File: src/rtl/mac_dot_seq.sv
// Dot-product sequencer: registers operand pairs into an external combinational
// mac stage and accumulates its 32-bit results into one result per VEC_LEN pairs.
module mac_dot_seq #(
  parameter int unsigned VEC_LEN = 8,
  parameter int unsigned ACC_W   = 40
) (
  input  logic             clk,
  input  logic             rst_n,
  input  logic             in_valid,
  output logic             in_ready,
  input  logic [15:0]      in_a,
  input  logic [15:0]      in_b,
  input  logic [15:0]      bias,
  output logic [15:0]      mac_a,
  output logic [15:0]      mac_b,
  output logic [15:0]      mac_c,
  input  logic [31:0]      mac_r,
  output logic             out_valid,
  input  logic             out_ready,
  output logic [ACC_W-1:0] out_data,
  output logic             out_ovf
);

  localparam int unsigned IDX_W = (VEC_LEN > 1) ? $clog2(VEC_LEN) : 1;
  localparam logic [IDX_W-1:0] IDX_LAST = IDX_W'(VEC_LEN - 1);

  typedef enum logic [1:0] {INIT, RUN, FLUSH, DONE} state_e;

  state_e           state_q;
  logic             in_ready_q;
  logic             out_valid_q;
  logic [15:0]      a_q, b_q, c_q;
  logic [IDX_W-1:0] idx_q;
  logic             sv_q;
  logic             first_q;
  logic [ACC_W-1:0] acc_q, acc_d;
  logic             ovf_q, ovf_d;
  logic             hs;
  logic [ACC_W:0]   sum;

  always_comb begin
    hs    = in_valid & in_ready_q;
    sum   = {1'b0, acc_q} + (ACC_W + 1)'(mac_r);
    acc_d = acc_q;
    ovf_d = ovf_q;
    if (sv_q) begin
      if (first_q) begin
        acc_d = ACC_W'(mac_r);
        ovf_d = 1'b0;
      end else begin
        acc_d = sum[ACC_W-1:0];
        ovf_d = ovf_q | sum[ACC_W];
      end
    end
  end

  // The final accumulate happens on the FLUSH->DONE edge, so acc_q is already
  // settled when out_valid rises and stays put through DONE (sv_q is 0 there).
  always_ff @(posedge clk or negedge rst_n) begin
    if (!rst_n) begin
      state_q     <= INIT;
      in_ready_q  <= 1'b0;
      out_valid_q <= 1'b0;
      a_q         <= '0;
      b_q         <= '0;
      c_q         <= '0;
      idx_q       <= '0;
      sv_q        <= 1'b0;
      first_q     <= 1'b0;
      acc_q       <= '0;
      ovf_q       <= 1'b0;
    end else begin
      acc_q <= acc_d;
      ovf_q <= ovf_d;
      sv_q  <= hs;
      if (hs) begin
        a_q     <= in_a;
        b_q     <= in_b;
        c_q     <= (idx_q == '0) ? bias : '0;
        first_q <= (idx_q == '0);
        idx_q   <= (idx_q == IDX_LAST) ? '0 : idx_q + IDX_W'(1);
      end
      case (state_q)
        INIT: begin
          state_q    <= RUN;
          in_ready_q <= 1'b1;
        end
        RUN: begin
          if (hs && (idx_q == IDX_LAST)) begin
            state_q    <= FLUSH;
            in_ready_q <= 1'b0;
          end
        end
        FLUSH: begin
          state_q     <= DONE;
          out_valid_q <= 1'b1;
        end
        DONE: begin
          if (out_ready) begin
            state_q     <= RUN;
            out_valid_q <= 1'b0;
            in_ready_q  <= 1'b1;
          end
        end
        default: begin
          state_q     <= INIT;
          in_ready_q  <= 1'b0;
          out_valid_q <= 1'b0;
        end
      endcase
    end
  end

  assign in_ready  = in_ready_q;
  assign out_valid = out_valid_q;
  assign mac_a     = a_q;
  assign mac_b     = b_q;
  assign mac_c     = c_q;
  assign out_data  = acc_q;
  assign out_ovf   = ovf_q;

endmodule

File: config.mk
export PLATFORM = sky130hd
export DESIGN_NAME = mac_dot_seq
export DESIGN_NICKNAME = d
export VERILOG_FILES = /design/src/rtl/mac_dot_seq.sv
export SDC_FILE = /design/constraint.sdc
export NUM_CORES = 1
export LEC_CHECK = 0
export CORE_MARGIN = 2
export CORE_UTILIZATION = 42
export DETAILED_ROUTE_END_ITERATION = 8
export PLACE_DENSITY = 0.73
export SETUP_SLACK_MARGIN = 0.3
export SLEW_MARGIN = 20
export SYNTH_ARGS = -nofsm -noshare
export SYNTH_HDL_FRONTEND = slang
export SYNTH_SLANG_ARGS = --single-unit
export TNS_END_PERCENT = 10
File: constraint.sdc
create_clock -name clk -period 5.3 [get_ports clk]
set_clock_uncertainty 0.15 [all_clocks]
set_input_delay 0.53 -clock clk [delete_from_list [all_inputs] [get_ports clk]]
set_output_delay 0.53 -clock clk [all_outputs]
set_load 0.05 [all_outputs]
==> summary.md <==
| Metric | Value |
|---|---|
| Critical path class | in -> reg |
| Synth cell types | 64 |
| HP Class | in -> async |
| Post-DR vias/cell | between 5 and 6 |
| DIE WIDTH | 122 um |
| FP Rows | 43 |
| GR Util All Layers | 0.211 |
| Max-slew headroom | 0.500 |
| Largest net degree at the start of global routing | 62 |
| Global-route wire length before repair | 25,200 um |
| Syn Std Cell Area | 0.00582 mm^2 |
| Mapped Cells | 585 |
| Crit path max-delay family | compound AO/OA/AOI/OAI gates |
| Crit start category | input port |
| PortBufs | 174 |
| Layout area overhead | 37.1% |
| Total grt overflow | 0 |
| Share of synthesized flip-flops with an asynchronous set or reset | 1.00 |
| Initial antenna violation count | 0 |
| Unrepaired setup endpoints after global routing | no |
| Post-Place Cells | 914 |
| Post-synth EDFFs | 0 |
| Net count after synthesis | ~710 |
| Buffers and inverters on the worst path | 2 |
| Post-route core utilization | 0.582 |
| CP max FO | 9 |
| Cell taking the most area after synthesis | dfrtp_1 |
| Status | completed |
| Worst-margin pin slew | ~750 ps |
| CP max stage cell | or4_1 |
| Die ar. | approximately 0.015 mm^2 |
| Mapped Avg Cell Area | 9.95 um^2 |
| Total negative setup slack | 0 ps |
| Setup Buffers After CTS | 0 |
| CTS Buffer Depth | 2 |
| Drt total wl | 14,900 um |
| Reg2reg setup slack | 1890 ps |
| Req. time, crit path | 5430 ps |
| CTS tree | yes |
| Worst path depth | 13 |
| Share of cells above drive strength 1 | 0.0960 |
| NumNets Final | 868 |
| DRT Pass-1 Iters | 4 |
| Worst-path clk slew | ~70 ps |
| Initial DRC Count | 283 |
| Synth top area share | 0.421 |
| Fmax | approximately 270 MHz |
| Final setup violation count | 0 |
| Antenna Nets Post-Route | 0 |
| Seq/Total Area, Yosys | 0.421 |
| Most frequent cell after synthesis | dfrtp_1 |
| Post_cts resized | 0 |
| Vias in the first global route | 5,298 |
| Top area cells in the synthesized netlist | dfrtp_1 (42%), ha_1 (8.2%), mux2_2 (6.4%), a21oi_1 (5.6%), nor2_1 (3.4%) |
| Worst VDD drop | 0.251 mV |
| Largest stage delay on the critical path | roughly 520 ps |
| Final cycle utilization of the critical path | 0.696 |
| Clock Tree Root | clkbuf_16 |
| Max Transition Viols Final | 0 |
| Top cells by count, synth | dfrtp_1 (98), a21oi_1 (65), nor2_1 (52) |
| Hold Fails Final Rpt | 0 |
| Final Wtd Congestion | roughly 1 |
| Worst-Skew Late Latency | 340 ps |
| Setup crit end kind | flip-flop |
| H-tree levels | 3 |
| Vias | 5,095 |
| Chip height | 122 um |
| Synth Flop Type | dfrtp_1 |
| Ys Warns | 0 |
| Initial core utilization | 0.424 |
| Clock sink count | 98 |
| Max_cap viols | 0 |
| Seq cells post-synth | between 90 and 100 |
| Crit path cell chain | clkdlybuf4s50_1 -> ha_1 -> inv_1 -> fa_1 -> nor2b_1 -> o2111ai_1 -> a31oi_1 -> o311ai_1 -> a21oi_1 -> o31a_1 -> a31oi_4 -> or4_1 -> nand3_1 |
| # IOs | ~180 |
| Drt wl/cell | 16.0 um |
| Crit path time final | 3690 ps |
| Core ar. | 0.0137 mm^2 |
| PD cells | 668 mW/mm^2 |
| Lkg Pwr | 3.39 nW |
| DP HPWL | 11,100 um |
| Worst R2R Path Depth | 12 |
| Final std cells w/o fill | 930 |
| Number of diodes | 0 |
| CTS hold repair buffers | 0 |
| Drt drc | 0 |
| Num CTS Buffers | 9 |
| CP arrival | 3820 ps |
cells by family (layout without fill, tap and decap cells):
group,count (synthesis),in the layout,share of synthesized area
buffers and inverters,56,221,0.0445
AOI/OAI and AO/OA,180,180,0.213
DFF,98,98,0.421
and+or+nand+nor,145,145,0.120
muxes,40,40,0.0759
adders and majority gates,39,39,0.0851
xor gates and xnor gates,27,27,0.0406
flip-flops by register name (all words and copies together) (netlist names):
register   cells
sv_q           1
first_q        1
mac_b         16
idx_q          3
out_valid      1
state_q        2
out_data      40
in_ready       1
mac_c         16
out_ovf        1
mac_a         16
layer usage:
metal  global-route usage  vias up  share of wire
met2                0.348      170           0.48
li1                     -     2457              -
met4               0.0855        0          0.020
met5                    0        -              0
met3               0.0618       22          0.082
met1                0.260     2446           0.42
worst reg2reg max path: stages (launching register included):
cell	delay [ps]
dfrtp_1	380
ha_1	190
inv_1	60
fa_1	370
nor2b_1	260
o2111ai_1	160
a31oi_1	230
o311ai_1	210
a21oi_1	300
o31a_1	270
a31oi_4	150
or4_1	520
nand3_1	100
report_power, final:
group / internal, mW / switching, mW / leakage, nW
Clock: 0.385 / 0.303 / 0.154
Combinational: 1.29 / 2.09 / 2.08
Sequential: 1.02 / 0.237 / 1.15
stage by stage:
stage	instance area (um^2)	hold WS (ps)	power, mW	worst slack (ps)
3_5_place_dp	7670	345	4.65	1290
4_1_cts	7980	29.7	5.37	1640
3_3_place_gp	7670	339	4.57	1370
2_1_floorplan	5820	84.4	3.72	1970
5_1_grt	7980	62.9	5.74	1320
6_report	7980	17.3	5.33	1610
final cells by class:
class | instances | area, um^2
Fill cell | 1160 | 5740
Multi-Input combinational cell | 431 | 3120
Sequential cell | 98 | 2450
Timing Repair Buffer | 178 | 1770
Clock buffer | 10 | 239
Tap cell | 180 | 225
Inverter | 27 | 101
Clock inverter | 6 | 70.1
worst paths after layout:
| kind | from | endpoint |
|---|---|---|
| worst min register to register | mac_a[15] | mac_a[15] |
| min in group clk | mac_a[15] | mac_a[15] |
| max in group asynchronous | rst_n | first_q |
| worst max register to register | out_data[0] | out_data[36] |
| worst max-delay path | mac_r[0] | out_data[36] |
| worst min-delay path | rst_n | out_data[10] |
cells in the final DEF, fill, tap and decap left out, types with 2 or more instances in the layout:
cell type and instances:
a22o_1 16, a211o_1 2, dfrtp_1 96, mux2i_1 7, xor2_1 17, a21o_1 9
o211ai_1 9, o21ai_0 23, xnor2_1 10, o21bai_1 7, nor3_1 6, buf_4 5
clkdlybuf4s50_1 173, clkbuf_16 9, a311o_1 4, nand2b_1 6, nand2_1 31, or4_1 4
o21ai_1 2, mux2_2 33, a21boi_0 4, nor2_1 52, and2_1 2, a211oi_1 3
nand3_1 11, dfrtp_2 2, nor2b_1 9, o21a_1 5, a21oi_1 65, o22ai_1 2
inv_6 4, and3_1 6, a21o_2 3, o311ai_1 2, a31oi_1 6, ha_1 38
inv_1 27, nand4_1 10
No activity file was read; power rests on OpenSTA's default activity.
